--- config.mk ---
export PLATFORM = sky130hd
export DESIGN_NAME = pack_phrase
export DESIGN_NICKNAME = d
export VERILOG_FILES = /design/src/rtl/pack_phrase.sv
export SDC_FILE = /design/constraint.sdc
export NUM_CORES = 1
export LEC_CHECK = 0
export ABC_CLOCK_PERIOD_IN_PS = 7000
export BUFFER_PORTS_ARGS = -buffer_cell sky130_fd_sc_hd__buf_4
export CAP_MARGIN = 20
export CORE_MARGIN = 2
export CORE_UTILIZATION = 50
export DETAILED_ROUTE_END_ITERATION = 10
export PLACE_DENSITY = 0.74
export SLEW_MARGIN = 30
export SYNTH_ARGS = -nofsm -noshare
export SYNTH_HDL_FRONTEND = slang
export SYNTH_SLANG_ARGS = --single-unit
export TNS_END_PERCENT = 30
--- constraint.sdc ---
create_clock -name clk_in -period 7 [get_ports clk_in]
set_input_delay 0.35 -clock clk_in [delete_from_list [all_inputs] [get_ports clk_in]]
set_output_delay 0.35 -clock clk_in [all_outputs]
set_load 0.02 [all_outputs]
--- src/rtl/pack_phrase.sv ---
// Word-to-phrase packer: gathers WORDS input words into one wide phrase with a keep mask and a frame-start flag.
// Short phrases (line end or mid-phrase frame start) are padded with PAD_WORD.
module pack_phrase #(
    parameter int                WORD_W   = 16,
    parameter int                WORDS    = 8,
    parameter logic [WORD_W-1:0] PAD_WORD = '0
) (
    input  logic                    clk_in,
    input  logic                    rst_n_in,
    input  logic                    valid_in,
    output logic                    ready_in,
    input  logic [WORD_W-1:0]       data_in,
    input  logic                    newframe_in,
    input  logic                    last_in,
    output logic                    valid_out,
    input  logic                    ready_out,
    output logic [WORD_W*WORDS-1:0] data_out,
    output logic [WORDS-1:0]        tkeep_out,
    output logic                    tuser_out
);

    localparam int PHRASE_W = WORD_W * WORDS;
    localparam int CW       = $clog2(WORDS + 1);
    localparam int IW       = $clog2(WORDS);

    typedef logic [WORDS-1:0][WORD_W-1:0] slots_t;

    // Slot 0 lands in the top field; slots at or above the fill count read as padding.
    function automatic logic [PHRASE_W-1:0] pack_slots(input slots_t s, input logic [CW-1:0] n);
        logic [PHRASE_W-1:0] p;
        p = '0;
        for (int k = 0; k < WORDS; k++) begin
            p[WORD_W*(WORDS-k)-1 -: WORD_W] = (CW'(k) < n) ? s[k] : PAD_WORD;
        end
        return p;
    endfunction

    function automatic logic [WORDS-1:0] keep_mask(input logic [CW-1:0] n);
        logic [WORDS-1:0] m;
        for (int k = 0; k < WORDS; k++) begin
            m[k] = (CW'(k) < n);
        end
        return m;
    endfunction

    slots_t                a_slot_q, a_slot_d;
    logic [CW-1:0]         a_cnt_q, a_cnt_d;
    logic                  a_user_q, a_user_d;
    logic                  a_closed_q, a_closed_d;
    logic [WORD_W-1:0]     h_data_q, h_data_d;
    logic                  h_last_q, h_last_d;
    logic                  h_vld_q, h_vld_d;
    logic                  o_vld_q, o_vld_d;
    logic [PHRASE_W-1:0]   o_data_q, o_data_d;
    logic [WORDS-1:0]      o_keep_q, o_keep_d;
    logic                  o_user_q, o_user_d;
    logic                  rdy_q, rdy_d;

    logic                  o_free;
    logic                  accept;
    logic [IW-1:0]         wr_idx;
    slots_t                ins_slot;
    logic [CW-1:0]         ins_cnt;
    logic                  first_user;
    logic                  ld;
    slots_t                ld_slots;
    logic [CW-1:0]         ld_cnt;
    logic                  ld_user;

    assign o_free = !o_vld_q || ready_out;
    assign accept = valid_in && rdy_q;
    assign wr_idx = a_cnt_q[IW-1:0];

    always_comb begin
        a_slot_d   = a_slot_q;
        a_cnt_d    = a_cnt_q;
        a_user_d   = a_user_q;
        a_closed_d = a_closed_q;
        h_data_d   = h_data_q;
        h_last_d   = h_last_q;
        h_vld_d    = h_vld_q;
        o_vld_d    = o_vld_q;
        o_data_d   = o_data_q;
        o_keep_d   = o_keep_q;
        o_user_d   = o_user_q;

        ins_slot         = a_slot_q;
        ins_slot[wr_idx] = data_in;
        ins_cnt          = a_cnt_q + CW'(1);
        first_user       = (a_cnt_q == '0) ? newframe_in : a_user_q;

        ld       = 1'b0;
        ld_slots = a_slot_q;
        ld_cnt   = a_cnt_q;
        ld_user  = a_user_q;

        if (o_free) begin
            o_vld_d = 1'b0;
        end

        if (a_closed_q) begin
            if (o_free) begin
                ld         = 1'b1;
                a_cnt_d    = '0;
                a_user_d   = 1'b0;
                a_closed_d = 1'b0;
                // A word parked behind a closed partial always starts a frame.
                if (h_vld_q) begin
                    a_slot_d[0] = h_data_q;
                    a_cnt_d     = CW'(1);
                    a_user_d    = 1'b1;
                    a_closed_d  = h_last_q;
                    h_vld_d     = 1'b0;
                end
            end
        end else if (accept) begin
            if (newframe_in && (a_cnt_q != '0)) begin
                if (o_free) begin
                    ld          = 1'b1;
                    a_slot_d[0] = data_in;
                    a_cnt_d     = CW'(1);
                    a_user_d    = 1'b1;
                    a_closed_d  = last_in;
                end else begin
                    a_closed_d = 1'b1;
                    h_data_d   = data_in;
                    h_last_d   = last_in;
                    h_vld_d    = 1'b1;
                end
            end else if ((a_cnt_q == CW'(WORDS-1)) || last_in) begin
                if (o_free) begin
                    ld       = 1'b1;
                    ld_slots = ins_slot;
                    ld_cnt   = ins_cnt;
                    ld_user  = first_user;
                    a_cnt_d  = '0;
                    a_user_d = 1'b0;
                end else begin
                    a_slot_d   = ins_slot;
                    a_cnt_d    = ins_cnt;
                    a_user_d   = first_user;
                    a_closed_d = 1'b1;
                end
            end else begin
                a_slot_d = ins_slot;
                a_cnt_d  = ins_cnt;
                a_user_d = first_user;
            end
        end

        if (ld) begin
            o_vld_d  = 1'b1;
            o_data_d = pack_slots(ld_slots, ld_cnt);
            o_keep_d = keep_mask(ld_cnt);
            o_user_d = ld_user;
        end

        // Registered so ready_in never depends combinationally on valid_in or ready_out.
        rdy_d = !a_closed_d && !h_vld_d;
    end

    always_ff @(posedge clk_in or negedge rst_n_in) begin
        if (!rst_n_in) begin
            a_cnt_q    <= '0;
            a_user_q   <= 1'b0;
            a_closed_q <= 1'b0;
            h_last_q   <= 1'b0;
            h_vld_q    <= 1'b0;
            o_vld_q    <= 1'b0;
            o_data_q   <= '0;
            o_keep_q   <= '0;
            o_user_q   <= 1'b0;
            rdy_q      <= 1'b0;
        end else begin
            a_cnt_q    <= a_cnt_d;
            a_user_q   <= a_user_d;
            a_closed_q <= a_closed_d;
            h_last_q   <= h_last_d;
            h_vld_q    <= h_vld_d;
            o_vld_q    <= o_vld_d;
            o_data_q   <= o_data_d;
            o_keep_q   <= o_keep_d;
            o_user_q   <= o_user_d;
            rdy_q      <= rdy_d;
        end
    end

    // Word storage needs no reset: the fill count masks stale slots.
    always_ff @(posedge clk_in) begin
        a_slot_q <= a_slot_d;
        h_data_q <= h_data_d;
    end

    assign ready_in  = rdy_q;
    assign valid_out = o_vld_q;
    assign data_out  = o_data_q;
    assign tkeep_out = o_keep_q;
    assign tuser_out = o_user_q;

endmodule
==> metrics.md <==
| Metric | Value |
|---|---|
| CTS sink cnt | about 290 |
| Commonest non-fill, non-tap cell in the layout | buf_4 |
| Proportion of power drawn by combinational gates | 0.402 |
| CP max stage cell | buf_4 |
| Post-CTS sizing | 0 |
| Core area | 27800 µm² |
| Setup TNS | 0 ps |
| Fin. max-slew vios | 0 |
| Hold_buf cts | 1 |
| Most frequent cells in the layout | 185 x buf_4, 146 x dfrtp_1, 144 x edfxtp_1 |
| CTS tree | built |
| Peak supply drop | roughly 0.00023 V |
| Iteration-0 DRC Markers | about 1200 |
| Hold/Removal Path Class | in2reg |
| HPWL after detailed placement | 22.7 mm |
| RD Place Congestion | around 0.87 |
| Final Hold Fails | 0 |
| Worst setup EP type | register |
| Layout Skew | 12.7 ps |
| Slew @ Worst Pin | between 900 and 1000 ps |
| Max Root-Sink Buffers | 3 |
| Clock transition at path regs | 60 ps |
| Die Wd | approximately 170 µm |
| Cell-by-cell trace of the critical path | inv_1, ha_1, or3b_4, a2111oi_4, nand2b_4, buf_4, nand2_1, a22oi_1 |
| Rows | 61 |
| Critical Path RT | between 7000 and 8000 ps |
| Syn-to-layout area delta | 17.8% |
| Num ports | ~160 |
| Crit Path Class | reg2reg |
| Routed len/inst | about 23 µm |
| First-pass GRT wire length | approximately 60 mm |
| N_diodes | 0 |
| DRT Wirelength | just under 40 mm |
| Pre-antenna DRT Iters | 5 |
| Critical Path AT | 4310 ps |
| Fin crit share | 0.551 |
| Fillers | approximately 2300 |
| Tmin final | approximately 3900 ps |
| Post-CTS setup buffers | 0 |
| Met2 Usage GRT | 0.414 |
| EDFF count, synth | between 100 and 150 |
| Clk_lat worst skew | approximately 560 ps |
| Gr usage total | 0.260 |
| Leak pwr | just under 7 nW |
| Primary FF master, synth | dfrtp_1 |
| Initial antenna violation count | 0 |
| Met3 GRT Util | 0.0412 |
| I/O Buffers | 160 |
| Synth warnings | 0 |
| TritonCTS Buffers | 29 |
| Mean Syn Cell Area | 11.7 µm² |
| Root buffer cell | clkbuf_16 |
| Sequential Power Share | 0.373 |
| Multi-input combinational cell area | between 5000 and 6000 µm² |
| Switching part of the total | 0.384 |
| Status | finished clean |
| DIE AREA | between 20000 and 30000 µm² |
| Critical-path maximum fanout | 73 |
| Register area share after synthesis | 0.566 |
| PwrDens | ~430 nW/µm² |
| Synth async-reset ratio | 0.505 |
| Grt peak-use layer | met2 |
| DR DRC count | 0 |
| Vias in the first global route | between 10000 and 15000 |
| Final setup fails | 0 |
| Initial Utilization | 0.509 |
| FF+latch area | about 8000 µm² |
| Worst path buffer plus inverter count | 2 |
| Via Count | 10638 |
| Drt via density | 6.20 |
| H-tree Lvls | 1 |
| Nets | roughly 1300 |
| RSZ-0062 raised after global routing | no |
| Met1 usage | 0.366 |
| Cell area after layout | 16700 µm² |
| Mapped Nets | 1229 |
| Largest net degree at the start of global routing | 88 |
| Rel. slew slack | 0.343 |
| Synth Cell Area | 14100 µm² |
| Fmax | approximately 260 MHz |
| Post-Synthesis Cells | 1204 |
| CP peak stage delay | roughly 700 ps |
| Pint | around 4.5 mW |
| Placed Area | between 15000 and 20000 µm² |
| Share of layout cells above drive strength 1 | 0.285 |
| Netlist cell types | 52 |
| Die height | approximately 170 µm |
| Cell family with most CP delay | simple AND/OR/NAND/NOR gates |
| Max-cap violations | 0 |
| Hold_ws | roughly 110 ps |
| Psw | ~2.8 mW |
| Startpoint class of the critical path | register |
| Antenna viol nets, final | 0 |
| Yosys reg bits | about 290 |
| GRT overflow | 0 |
| Power share of the clock group | 0.224 |
[cells in the mapped netlist, types with 20 or more instances]
library cell	count	share of area
a21o_1	65	0.034
a22oi_1	42	0.022
a31oi_1	20	0.0088
buf_2	33	0.012
clkbuf_1	61	0.016
dfrtp_1	147	0.26
edfxtp_1	144	0.31
mux2_2	114	0.091
nand2_1	139	0.037
nor2_1	113	0.030
o211ai_1	64	0.034
o21ai_0	27	0.0096
o41ai_1	49	0.030
[power groups by stage]
stage,Combinational (mW),Clock (mW),Sequential (mW)
detailed placement,2.90,0,2.72
global route,3.16,1.71,2.76
global placement,2.81,0,2.71
finish,2.91,1.63,2.70
floorplan,1.64,0,2.96
CTS,2.92,1.64,2.70
[flip-flops by register name, indices dropped and copies added, names as in the netlist]
signal      cells
tuser_out       1
a_closed_q      1
a_user_q        1
valid_out       1
h_last_q        1
ready_in        1
h_vld_q         1
a_cnt_q         4
a_slot_q      128
data_out      128
h_data_q       16
tkeep_out       8
[layout make-up]
type                    instances  share of cell area
flip-flops and latches        291               0.480
multi-input cells             796               0.341
repair buffers                190              0.0876
clock buffers                  47              0.0569
well taps                     378              0.0284
clock inverters                 7             0.00405
inverters                       7             0.00158
[routing by layer]
metal / up-vias / part of all wire
li1: 4809 / -
met2: 438 / 0.48
met3: 91 / 0.074
met1: 5300 / 0.42
met4: 0 / 0.033
met5: - / 0
[kinds of logic after synthesis]
logic type      count (synthesis)  share of synthesized area
flops                         291                      0.566
buf+inv                       117                     0.0379
mux                           131                      0.103
compound gates                364                      0.198
xor+xnor                        1                   0.000619
fa+ha+maj                       3                    0.00265
simple gates                  297                     0.0918
[metrics by stage]
step,total power [mW],util,worst slack [ps],std cells
2_1_floorplan,4.60,-,1920,1204
3_3_place_gp,5.52,0.561,2400,1658
3_5_place_dp,5.63,0.563,3220,1661
4_1_cts,7.26,0.600,3180,1716
5_1_grt,7.63,0.600,2860,1716
6_report,7.24,0.600,3140,1716
[worst reg2reg max path, delay by kind of cell (launching register included)]
family	cells	cell delay, ps
adder cells (fa/ha/maj)	1	200
flip-flops	1	520
buffers and inverters	2	930
AO/OA/AOI/OAI	2	860
AND/OR/NAND/NOR	3	1250
[worst paths after layout]
check / start / end / slack (ps) / depth (start not counted)
min in group asynchronous: rst_n_in / data_out[95] / 410 / 2
max in group asynchronous: rst_n_in / a_closed_q / 5350 / 3
worst max register to register: a_cnt_q[0] / data_out[34] / 3140 / 8
worst max-delay path: a_cnt_q[0] / data_out[34] / 3140 / 8
worst min-delay path: last_in / h_last_q / 110 / 2
worst min register to register: data_out[4] / data_out[4] / 480 / 2
(Power assumes the default switching activity.)
